==> src/rtl/hsem_task_queue.sv <==
// hsem_task_queue
// Per-core task mailbox. Bus writes qualified by wr_en & task_en push a task
// word into the FIFO selected by ch_sel. The core that owns a channel reads its
// head on tsk_stat and pops it with pop_en once the task has been consumed.
//
// Ports
//   hclk, hresetn  clock and asynchronous active-low reset
//   wr_en, task_en write strobe and task-queue decode; a push is wr_en & task_en
//   ihwdata        bus write data; the low TASK_WIDTH bits are stored
//   pop_en         pop strobe for channel ch_sel
//   ch_sel         target channel for push and pop
//   irq_en         per-channel interrupt enable
//   ovf_clr        per-channel overflow-flag clear
//   tsk_stat       head entry per channel (0 when empty)
//   tsk_cnt        occupancy per channel
//   tsk_valid      channel non-empty
//   tsk_full       channel holds DEPTH entries
//   tsk_ovf        sticky overflow flag (push dropped on a full channel)
//   tsk_irq        tsk_valid & irq_en
module hsem_task_queue #(
  parameter int AHB_DATA_WIDTH = 32,
  parameter int TASK_WIDTH     = 32,
  parameter int NUM_CH         = 4,
  parameter int DEPTH          = 4,
  localparam int CH_W          = $clog2(NUM_CH),
  localparam int CNT_W         = $clog2(DEPTH) + 1
) (
  input  logic                         hclk,
  input  logic                         hresetn,
  input  logic                         wr_en,
  input  logic [AHB_DATA_WIDTH-1:0]    ihwdata,
  input  logic                         task_en,
  input  logic                         pop_en,
  input  logic [CH_W-1:0]              ch_sel,
  input  logic [NUM_CH-1:0]            irq_en,
  input  logic [NUM_CH-1:0]            ovf_clr,
  output logic [NUM_CH*TASK_WIDTH-1:0] tsk_stat,
  output logic [NUM_CH*CNT_W-1:0]      tsk_cnt,
  output logic [NUM_CH-1:0]            tsk_valid,
  output logic [NUM_CH-1:0]            tsk_full,
  output logic [NUM_CH-1:0]            tsk_ovf,
  output logic [NUM_CH-1:0]            tsk_irq
);

  localparam int PTR_W = $clog2(DEPTH);
  localparam logic [PTR_W-1:0] PTR_ONE   = PTR_W'(1);
  localparam logic [CNT_W-1:0] CNT_ONE   = CNT_W'(1);
  localparam logic [CNT_W-1:0] CNT_ZERO  = CNT_W'(0);
  localparam logic [CNT_W-1:0] CNT_DEPTH = CNT_W'(DEPTH);

  logic push_req_s;
  logic [TASK_WIDTH-1:0] task_word_s;

  assign push_req_s  = wr_en & task_en;
  assign task_word_s = ihwdata[TASK_WIDTH-1:0];

  for (genvar i = 0; i < NUM_CH; i++) begin : g_ch
    logic [TASK_WIDTH-1:0] mem_r [DEPTH];
    logic [PTR_W-1:0]      wr_ptr_r;
    logic [PTR_W-1:0]      rd_ptr_r;
    logic [CNT_W-1:0]      cnt_r;
    logic                  ovf_r;
    logic                  sel_s;
    logic                  empty_s;
    logic                  full_s;
    logic                  do_pop_s;
    logic                  do_push_s;
    logic                  drop_s;

    // An out-of-range ch_sel never matches any channel index, so it is ignored.
    assign sel_s     = (int'(ch_sel) == i);
    assign empty_s   = (cnt_r == CNT_ZERO);
    assign full_s    = (cnt_r == CNT_DEPTH);
    assign do_pop_s  = pop_en & sel_s & ~empty_s;
    // A pop in the same cycle frees the slot a push on a full channel needs.
    assign do_push_s = push_req_s & sel_s & (~full_s | do_pop_s);
    assign drop_s    = push_req_s & sel_s & full_s & ~do_pop_s;

    // Task storage; deliberately not reset, empty channels mask it on tsk_stat.
    always_ff @(posedge hclk) begin
      if (do_push_s) begin
        mem_r[wr_ptr_r] <= task_word_s;
      end
    end

    // Pointers, occupancy and sticky overflow flag for this channel.
    always_ff @(posedge hclk or negedge hresetn) begin
      if (!hresetn) begin
        wr_ptr_r <= {PTR_W{1'b0}};
        rd_ptr_r <= {PTR_W{1'b0}};
        cnt_r    <= CNT_ZERO;
        ovf_r    <= 1'b0;
      end else begin
        if (do_push_s) begin
          wr_ptr_r <= wr_ptr_r + PTR_ONE;
        end
        if (do_pop_s) begin
          rd_ptr_r <= rd_ptr_r + PTR_ONE;
        end
        if (do_push_s && !do_pop_s) begin
          cnt_r <= cnt_r + CNT_ONE;
        end else if (do_pop_s && !do_push_s) begin
          cnt_r <= cnt_r - CNT_ONE;
        end
        // Set beats clear when both happen in one cycle.
        if (drop_s) begin
          ovf_r <= 1'b1;
        end else if (ovf_clr[i]) begin
          ovf_r <= 1'b0;
        end
      end
    end

    assign tsk_stat[i*TASK_WIDTH +: TASK_WIDTH] = empty_s ? {TASK_WIDTH{1'b0}} : mem_r[rd_ptr_r];
    assign tsk_cnt[i*CNT_W +: CNT_W]            = cnt_r;
    assign tsk_valid[i]                         = ~empty_s;
    assign tsk_full[i]                          = full_s;
    assign tsk_ovf[i]                           = ovf_r;
    assign tsk_irq[i]                           = ~empty_s & irq_en[i];
  end

endmodule
==> config.mk <==
export PLATFORM = sky130hd
export DESIGN_NAME = hsem_task_queue
export DESIGN_NICKNAME = d
export VERILOG_FILES = /design/src/rtl/hsem_task_queue.sv
export SDC_FILE = /design/constraint.sdc
export NUM_CORES = 1
export LEC_CHECK = 0
export CAP_MARGIN = 10
export CORE_MARGIN = 5
export CORE_UTILIZATION = 30
export CTS_CLUSTER_SIZE = 8
export DETAILED_ROUTE_END_ITERATION = 8
export GPL_TIMING_DRIVEN = 0
export PLACE_DENSITY = 0.44
export SETUP_SLACK_MARGIN = 0.4
export SYNTH_ARGS = -nofsm -noshare
export SYNTH_HDL_FRONTEND = slang
export SYNTH_SLANG_ARGS = --single-unit
==> constraint.sdc <==
create_clock -name hclk -period 2.95 [get_ports hclk]
set_clock_uncertainty 0.15 [all_clocks]
set_input_delay 0.7375 -clock hclk [delete_from_list [all_inputs] [get_ports hclk]]
set_output_delay 0.7375 -clock hclk [all_outputs]
set_load 0.05 [all_outputs]
# [After elaboration in Yosys (flattened, before gate mapping)]
# Memories as Yosys holds them, arrays and structs flattened.
# Cells that the tools add are included.
[op_classes] add_sub_neg=16 mul=0 div_mod_pow=0 magnitude_cmp=0 eq_ne=7 shift=0 muxes=28 n_bitwise=45 n_reduce_logical=29
[ops] operator="$mux 32" count=4
[ops] operator="$and 1x1->1" count=29
[ops] operator="$mux 3" count=8
[ops] operator="$add 2x1->2 const B" count=8
[ops] operator="$mux 1" count=16
[ops] operator="$reduce_bool 2->1" count=8
[ops] operator="$add 3x1->3 const B" count=4
[ops] operator="$eq 3x3->1 const B" count=4
[ops] operator="$logic_not 3->1" count=4
[ops] operator="$not 1->1" count=12
[ops] operator="$sub 3x1->3 const B" count=4
[ops] operator="$logic_and 1x1->1" count=8
[ops] operator="$logic_not 1->1" count=8
[ops] operator="$eq 2x2->1 const B" count=2
[ops] operator="$or 1x1->1" count=4
[ops] operator="$eq 2x1->1 const B" count=1
[ops] operator="$logic_not 2->1" count=1
[totals] register_bits=32 latch_bits=0 ram_bits=512 romBits=0 in_bits=47 out_inout_bits=156 wordCells=145 memories=4
[memory_table] memory="g_ch[0].mem_r" depth=4 word_bits=32 rd=1 rd_ports_with_merged_regs=0 write_ports=1 line="58" rtl="logic [TASK_WIDTH-1:0] mem_r [DEPTH];"
[memory_table] memory="g_ch[1].mem_r" depth=4 word_bits=32 rd=1 rd_ports_with_merged_regs=0 write_ports=1 line="58"
[memory_table] memory="g_ch[2].mem_r" depth=4 word_bits=32 rd=1 rd_ports_with_merged_regs=0 write_ports=1 line="58"
[memory_table] memory="g_ch[3].mem_r" depth=4 word_bits=32 rd=1 rd_ports_with_merged_regs=0 write_ports=1 line="58"

# [Depth between registers and ports, before layout]
# Gate-level depths: netlist (run 1).
[depth] word_depth=9 mapped_depth=9 mapped_depth_nobuf=8

# [Worst setup path before layout (run 1)]
# OpenSTA, ideal clock, no wires.
[synth_path] kind="register to output" from="register g_ch[0].cnt_r[0]" to="output tsk_stat[22]" arrival_ns=2.215 required_time_ns=2.062 path_slack_ns=-0.153 stages_incl_launch_ff=5 path_buffers=2 cell_sequence="dfrtp_1 or3_1 clkbuf_1 clkbuf_1 and2_1"
[synth_via] elab_chain_cells=2
[synth_rtl] element="start: declaration" line="61" rtl="logic [CNT_W-1:0] cnt_r;"
[synth_rtl] element="start signal: assignment" line="101" rtl="cnt_r <= cnt_r + CNT_ONE;"
[synth_rtl] element="start signal: assignment" line="103" rtl="cnt_r <= cnt_r - CNT_ONE;"
[synth_rtl] element="$logic_not 3->1" line="72" rtl="assign empty_s = (cnt_r == CNT_ZERO);"
[synth_rtl] element="$mux 32" line="114" rtl="assign tsk_stat[i*TASK_WIDTH +: TASK_WIDTH] = empty_s ? {TASK_WIDTH{1'b0}} : mem_r[rd_ptr_r];"
[synth_rtl] element="end: declaration" line="37" rtl="output logic [NUM_CH*TASK_WIDTH-1:0] tsk_stat,"
# No other way between the ends.

# [Final worst setup path (run 1)]
[layout_path] from="register g_ch[3].rd_ptr_r[0]" to="output tsk_stat[116]"
[layout_via] elab_chain_cells=2
[layout_rtl] element="start: declaration" line="60" rtl="logic [PTR_W-1:0] rd_ptr_r;"
[layout_rtl] element="start signal: assignment" line="90" rtl="rd_ptr_r <= {PTR_W{1'b0}};"
[layout_rtl] element="start signal: assignment" line="98" rtl="rd_ptr_r <= rd_ptr_r + PTR_ONE;"
[layout_rtl] element="$mem_v2 4x32"
[layout_rtl] element="$mux 32" line="114"
# No other way between the ends.

==> results of run 1 <==
[layer usage]
metal  wire length, um  global-route usage [%]  part of all wire, %
met1             28900                    22.8                   43
met2             33000                    27.4                   49
met3              3990                    4.27                  5.9
met4              1390                    4.63                  2.1
met5                 0                       0                    0
[final timing paths]
| path | from | endpoint | slack, ns | depth (start not counted) |
|---|---|---|---|---|
| min in group hclk | g_ch[3].cnt_r[2] | g_ch[3].cnt_r[2] | 0.35 | 1 |
| max reg2reg | g_ch[0].cnt_r[1] | g_ch[0].cnt_r[2] | 0.36 | 11 |
| min | hresetn | g_ch[2].cnt_r[2] | 0.06 | 1 |
| max | g_ch[3].rd_ptr_r[0] | tsk_stat[116] | -0.20 | 5 |
| min reg2reg | g_ch[3].cnt_r[2] | g_ch[3].cnt_r[2] | 0.35 | 1 |
| max in group asynchronous | hresetn | g_ch[3].cnt_r[0] | 1.98 | 1 |
[flip-flops by register name (all words and copies together) (netlist names)]
signal and count:
g_ch.cnt_r 12, g_ch.mem_r 512, g_ch.ovf_r 4, g_ch.wr_ptr_r 8
g_ch.rd_ptr_r 8
[layout make-up]
type                    count  area (um^2)  area share (%)
plain buffers              57          902            3.05
well taps                 940         1180            3.97
flip-flops and latches    544        16200            54.7
clock inverters             9          108           0.363
multi-input cells         387         5420            18.3
inverters                  19         76.3           0.258
repair buffers            301         3700            12.5
clock buffers              95         2040            6.88
diodes                      1         2.50         0.00845
[what timing repair did]
item / in CTS / in global routing
hold endpoints to repair: 0 / 0
pin swaps: 77 / 40
buffers inserted: 60 / 18
setup endpoints to repair: 677 / 146
resized for setup: 1300 / 142
cloned: 28 / 9
[worst max-delay path, stage by stage (launching register included)]
cell and delay (ns):
sky130_fd_sc_hd__dfrtp_2 0.42, sky130_fd_sc_hd__buf_12 0.16, sky130_fd_sc_hd__buf_12 0.13, sky130_fd_sc_hd__mux4_2 0.59
sky130_fd_sc_hd__and2_4 0.18, sky130_fd_sc_hd__buf_6 0.14
[stage by stage]
step                      TNS (ns)  setup slack [ns]  total power [mW]
after floorplan                  0             0.385              18.0
after global placement     -481.05            -0.955              22.7
after detailed placement   -491.28            -0.900              22.8
after CTS                   -20.14            -0.231              34.4
after global routing        -23.77            -0.249              36.7
final                       -16.63            -0.199              35.4
[kinds of logic (layout without fill, tap and decap cells)]
family	after synthesis	in the layout	share of synthesized area, %
mux	136	136	14.0
other cells	0	1	0
flops	544	544	75.8
buf+inv	76	481	1.82
simple gates	180	195	5.32
xor+xnor	24	24	0.985
compound gates	8	8	0.545
fa+ha+maj	24	24	1.55
[layout by cell type (no fill, tap or decap), drive strengths merged]
| master | instances |
|---|---|
| a21oi | 1 |
| nand3 | 4 |
| nor4b | 1 |
| xnor2 | 14 |
| inv | 21 |
| fa | 4 |
| ha | 20 |
| nor2 | 4 |
| a211oi | 1 |
| mux2 | 8 |
| o22ai | 1 |
| dfrtp | 32 |
| nor3b | 6 |
| a2111oi | 2 |
| nand2b | 1 |
| dlygate4sd2 | 8 |
| or3 | 4 |
| clkdlybuf4s50 | 40 |
| a22o | 3 |
| nand2 | 6 |
| and3b | 1 |
| edfxtp | 512 |
| nor3 | 2 |
| clkbuf | 129 |
| buf | 265 |
| diode | 1 |
| xor2 | 10 |
| and2 | 163 |
| clkinv | 7 |
| mux4 | 128 |
| nor4 | 2 |
| clkdlybuf4s15 | 11 |
| nand4 | 1 |
[synthesized netlist by cell type]
cell | count | area share (%)
sky130_fd_sc_hd__nor3_1 | 2 | 0.047
sky130_fd_sc_hd__edfxtp_1 | 512 | 72
sky130_fd_sc_hd__nor3b_1 | 3 | 0.11
sky130_fd_sc_hd__buf_2 | 14 | 0.33
sky130_fd_sc_hd__and2_2 | 4 | 0.14
sky130_fd_sc_hd__nand3_1 | 3 | 0.070
sky130_fd_sc_hd__and3b_2 | 1 | 0.047
sky130_fd_sc_hd__a22o_1 | 3 | 0.12
sky130_fd_sc_hd__fa_1 | 4 | 0.38
sky130_fd_sc_hd__nand3_2 | 1 | 0.047
sky130_fd_sc_hd__mux4_2 | 128 | 14
sky130_fd_sc_hd__a211oi_4 | 1 | 0.094
sky130_fd_sc_hd__nor3b_2 | 3 | 0.18
sky130_fd_sc_hd__nand2_1 | 5 | 0.088
sky130_fd_sc_hd__and2_1 | 144 | 4.2
sky130_fd_sc_hd__nor2_1 | 4 | 0.070
sky130_fd_sc_hd__or3_1 | 3 | 0.088
sky130_fd_sc_hd__nand2b_1 | 1 | 0.029
sky130_fd_sc_hd__mux2_2 | 5 | 0.26
sky130_fd_sc_hd__clkbuf_1 | 21 | 0.37
sky130_fd_sc_hd__nor4b_1 | 1 | 0.041
sky130_fd_sc_hd__nor4_1 | 2 | 0.059
sky130_fd_sc_hd__nand2_2 | 1 | 0.029
sky130_fd_sc_hd__xnor2_1 | 14 | 0.57
sky130_fd_sc_hd__xor2_1 | 10 | 0.41
sky130_fd_sc_hd__inv_2 | 1 | 0.018
sky130_fd_sc_hd__buf_4 | 21 | 0.74
sky130_fd_sc_hd__mux2_4 | 3 | 0.21
sky130_fd_sc_hd__ha_1 | 20 | 1.2
sky130_fd_sc_hd__nand4_1 | 1 | 0.029
sky130_fd_sc_hd__inv_1 | 18 | 0.32
sky130_fd_sc_hd__or3_2 | 1 | 0.035
sky130_fd_sc_hd__a2111oi_4 | 2 | 0.26
sky130_fd_sc_hd__o22ai_1 | 1 | 0.029
sky130_fd_sc_hd__a21oi_2 | 1 | 0.041
sky130_fd_sc_hd__buf_6 | 1 | 0.053
sky130_fd_sc_hd__dfrtp_1 | 32 | 3.8
[power by group]
part	total [mW]	leakage, nW	internal (mW)	switching, mW
clock network	8.01	1.04	4.81	3.20
registers	9.13	4.98	8.90	0.228
logic	18.2	4.42	8.41	9.81
==> results summary, run 1 <==
The post-detailed-routing wire length is 67.2 mm. STA classifies the critical path startpoint as a flop. The run finished, with violations left. Once routing completed, OpenROAD measured the worst setup slack at -0.199 ns.

The width of the chip is 277 um. The final route contains between 10,000 and 15,000 vias. The largest fanout on the critical path is 6. The pin count of the biggest net entering global routing is 33. The fraction of the cycle the final worst path needs is 107%.

The insertion delay to the later sink of the worst-skew pair is 0.62 ns. The count of warnings emitted by yosys came out at 0. The share of the yosys chip area belonging to registers came out at 75.8%. The standard-cell row count is 97. The final count of hold timing violations came to 0. At the worst endpoint, the arrival time is 2.26 ns. The chip height came out at 277 um. The initial utilization of the core area, before any placement, comes to 30.4%. Fill cells in the final layout number a little over 6,000. The post-detailed-route via-to-cell ratio is 4.79. The area growth from synthesis to layout is 38.8%.

The clock tree synthesis step divided the H-tree into 3 levels. The CTS tree is done. The number of standard cells after synthesis came out at about 1,000. The post-synth net total is around 1,100. The first global-routing pass estimated 91.6 mm of wire. The top-level port count is slightly above 200. The static leakage is 10.4 nW. The first routing iteration left around 1,000 violations. The average size of a mapped cell is 21.5 um^2. The total global routing track utilization is between 15 and 20%. The number of clock sinks seen by CTS came out at 544.

The via count of the first global-routing pass was 11,848. The cell area after placement came out at between 20,000 and 25,000 um^2. The number of unique standard cell types used by synthesis came out at 37. The worst vdd rail ir drop is 0.802 mV. Clock tree synthesis selected as its root buffer the cell sky130_fd_sc_hd__clkbuf_16. Setup repair after global routing could not meet its margin everywhere. The worst relative slew slack is between 40% and 50%. For this design, the CTS-stage hold fixing added 0 buffers. The post-synthesis sequential element count came out at 544.

The post-route cell area came out at 29,600 um^2. The maximum buffer depth of the clock tree came out at 3. The total grt overflow is 0.

The initial antenna violation count is 1. The power density over the cells is roughly 1200 nW/um^2. The post-synth design cell area is around 21,000 um^2.

The overall die area came out at 76,600 um^2. The final reports fail on negative setup slack. The count of buffers added on input and output ports is around 200. The number of buffers created by CTS is 78.

The required arrival time at the worst endpoint came out at 2.06 ns. The setup violation total in the final timing report came out at 129. In the final layout, the share of cells above drive strength 1 is 51.8%.

The count of non-filler cells in the finished layout came out at 2,353. The remaining antenna violation count after routing is 0. Hold timing on the final database bottoms out at a slack of 0.0632 ns. The congestion estimate from routability-driven global placement came to ~0.68. The count of unresolved DRC violations after routing came out at 0. Across the run, the number of max-cap violations was 0. The critical path is of the flop to output port type. The cell count after placement is approximately 2,100.

The routed wirelength normalized by instance count came out at 28.6 um. The detailed-router iteration count before antenna repair is 5. The number of max-slew violations in the final report is 0. The worst hold path belongs to the class primary input to async pin. The region available for standard cell placement spans 70,300 um^2. The worst setup path is captured at an output port.

Timing would allow up to 318 MHz. The placed wire-length estimate is 34.1 mm. The clock slew seen by the registers of the worst setup and hold paths is 0.05 ns.

The fraction of the core area covered by cells at the end of the flow is a little over two fifths. At the end of the flow, the number of nets in the layout was 1,459. The final critical path time including I/O delays and setup is 3.15 ns.

The slew at the pin with the worst max-slew slack is between 0.8 and 0.9 ns.
Power figures use the tool's default switching activity.
==> inputs of run 2 (changes only) <==
- CORE_MARGIN: 5 -> not set
==> run 2 against run 1 <==
The run still ends with negative setup slack left. Maximum frequency rose by 0.32%. Routed wire length fell by 4.3%. Design area rose by 0.26%. Combinational power barely moved. Setup slack improved by 0.010 ns. Global-route usage fell by 0.44 points. First-iteration DRC count fell by 16%. Die area fell by 5.7%. Core utilization rose by 0.11 points. Clock power fell by 0.9%. Power fell by 0.52%.
==> results summary, run 2 (synthesis gave the netlist of run 1 again) <==
The flow ran to the end, but the final reports show violations. The final reports fail on negative setup slack. The number of port buffers is 201. The delay contributed by the slowest stage of the critical path came out at around 0.48 ns. Headroom to the max-slew limit came out at a little under half.

In the layout the commonest cells are sky130_fd_sc_hd__edfxtp_1 (512), sky130_fd_sc_hd__and2_4 (155), sky130_fd_sc_hd__mux4_2 (128). The last weighted congestion value of the routability-driven placer came out at 0.681. The share of layout cells above drive strength 1 is 51.0%. The largest fanout on the critical path is 3.

The critical path contains buffers and inverters numbering 4 combined. The count of unresolved DRC violations after routing came out at 0. The clock slew seen by the registers of the worst setup and hold paths came out at 0.05 ns. Counting every sink on the clock net gives 544. The slew at the pin with the worst max-slew slack is 0.803 ns. TritonCTS built the clock tree.

Traced cell by cell, the critical path runs through buf_12, clkbuf_16, buf_6, mux4_2, and2_4, buf_8. The worst vdd rail ir drop came out at 0.831 mV. The area overhead of the layout relative to synthesis is 39.1%. The largest individual stage delay along the critical path comes from the cell sky130_fd_sc_hd__mux4_2. The total grt overflow is 0. The cell family with the largest share of critical-path delay is buffers and inverters. The fmax came out at 319 MHz. The setup slack after layout came out at -0.189 ns. The HPWL after detailed placement is 33.0 mm. The via count of the first global-routing pass came to approximately 11,000. The setup violation total in the final timing report is 128.

The insertion delay to the later sink of the worst-skew pair came out at between 0.6 and 0.7 ns. The static leakage is roughly 11 nW. For this run, the detailed router's first-pass iteration total came to 5. The max-capacitance violation count is 0. The kind of critical path is flop to output port. The most frequent standard cell in the layout excluding fill and tap cells is sky130_fd_sc_hd__edfxtp_1.

The overall die area is 72,200 um^2. The fraction of the cycle the final worst path needs came out at 106%. The total inserted antenna cells is 0.

The final route contains 11,131 vias. The final count of hold timing violations came out at 0. Setup repair after global routing could not meet its margin everywhere. The wire length of the first global-routing pass is 82.0 mm. The net count of the finished layout is 1,459. The maximum buffer depth of the clock tree came out at 3. Using the TritonRoute via totals, the vias-per-cell ratio works out to 4.73. The detail route stage leaves a number of antenna-violating nets equal to 0. Once layout is done, the placed cells without fillers occupy 29,700 um^2. The final critical path time including I/O delays and setup came out at 3.14 ns. The number of buffers created by CTS came out at 77. Data on the critical path is required at its endpoint by 2.06 ns. The routed wirelength normalized by instance count came out at 27.3 um. The cell count after placement came out at 2,133. The register with the most flip-flops is g_ch.mem_r. The type of element launching the critical path is a flop. The initial standard-cell utilization of the core came out at 30.4%. The total global routing track utilization came out at 16.4%.

In this run the core area contains 97 standard-cell rows. The root buffer cell is sky130_fd_sc_hd__clkbuf_16. The count of non-filler cells in the finished layout is 2,354. The sort of element at the end of the critical path is an output port. Dividing total power by cell area gives a power density of ~1200 nW/um^2. The register with the most flip-flops in the layout has 512 of them. The path class of the tightest hold or removal check is primary input to async pin. In the final layout, the registers with the most flip-flops are g_ch.mem_r (512), g_ch.cnt_r (12). The total number of H-tree levels came out at 3.

The cell area after placement is roughly 25,000 um^2. The post-detailed-routing wire length is 64.3 mm. The width of the chip came out at 269 um. The number of max-slew violations in the final report came to 0. In this run, the number of DRC markers left after iteration 0 of detailed routing was approximately 840.

The total power after layout is 35.2 mW. The top-level port count came out at 203. The chip height is 269 um. The core footprint came out at between 70,000 and 80,000 um^2. For the worst setup path, the data arrival time is 2.25 ns.

The initial antenna violation count was 0. Entering global routing, the biggest net connects 33 pins.
==> run 2: final timing paths <==
path	slack (ns)	end	depth (start not counted)	from
setup / recovery	-0.19	tsk_stat[66]	6	g_ch[2].rd_ptr_r[0]
hold / removal	0.07	g_ch[1].wr_ptr_r[1]	1	hresetn
setup reg to reg	0.40	g_ch[2].cnt_r[2]	11	g_ch[2].cnt_r[2]
hold reg to reg	0.36	g_ch[1].cnt_r[2]	1	g_ch[1].cnt_r[2]
max in group asynchronous	2.01	g_ch[0].cnt_r[2]	1	hresetn
min in group hclk	0.36	g_ch[1].cnt_r[2]	1	g_ch[1].cnt_r[2]
==> run 2: per-layer routing <==
metal	share of wire [%]	GRT usage, %	up-vias
li1	-	-	4749
met1	44	22.7	5970
met2	49	26.6	340
met3	5.3	2.76	72
met4	1.8	4.91	0
met5	0	0	-
==> run 2: worst reg2reg max path: stages, from the launching register on <==
cell,delay [ns]
sky130_fd_sc_hd__dfrtp_2,0.43
sky130_fd_sc_hd__buf_6,0.13
sky130_fd_sc_hd__nor3b_4,0.16
sky130_fd_sc_hd__a2111oi_4,0.33
sky130_fd_sc_hd__buf_4,0.19
sky130_fd_sc_hd__buf_8,0.11
sky130_fd_sc_hd__ha_4,0.13
sky130_fd_sc_hd__inv_2,0.04
sky130_fd_sc_hd__fa_2,0.37
sky130_fd_sc_hd__xor2_1,0.14
sky130_fd_sc_hd__nor2_1,0.12
sky130_fd_sc_hd__xor2_1,0.17
==> run 2: final cells by class <==
class	count	area (um^2)
clock buffer	101	2060
buffer	57	890
sequential	544	16200
timing repair buffer	303	3840
tap	940	1180
fill	6148	40600
clock inverter	4	50.0
inverter	19	76.3
multi-input combinational	386	5400
==> run 2: what timing repair did <==
item	in CTS	in global routing
hold buffers	0	0
pin swaps	57	69
buffers inserted	27	55
gates cloned	11	22
gates resized for setup	1125	314
endpoints found under the setup margin	677	676
==> run 2: per-stage QoR <==
step / setup slack (ns) / setup TNS (ns) / utilization [%] / hold WS, ns
final: -0.189 / -14.68 / 42.3 / 0.0713
after global routing: -0.228 / -20.93 / 42.3 / 0.123
after CTS: -0.224 / -39.10 / 40.1 / 0.0831
after detailed placement: -1.07 / -472.03 / 35.1 / 0.332
after global placement: -1.10 / -473.48 / 35.1 / 0.330
after floorplan: 0.385 / 0 / - / 0.292
==> run 2: power breakdown <==
part           internal [mW]  switching, mW
combinational           8.44           9.62
sequential              8.90          0.270
clock                   4.80           3.14
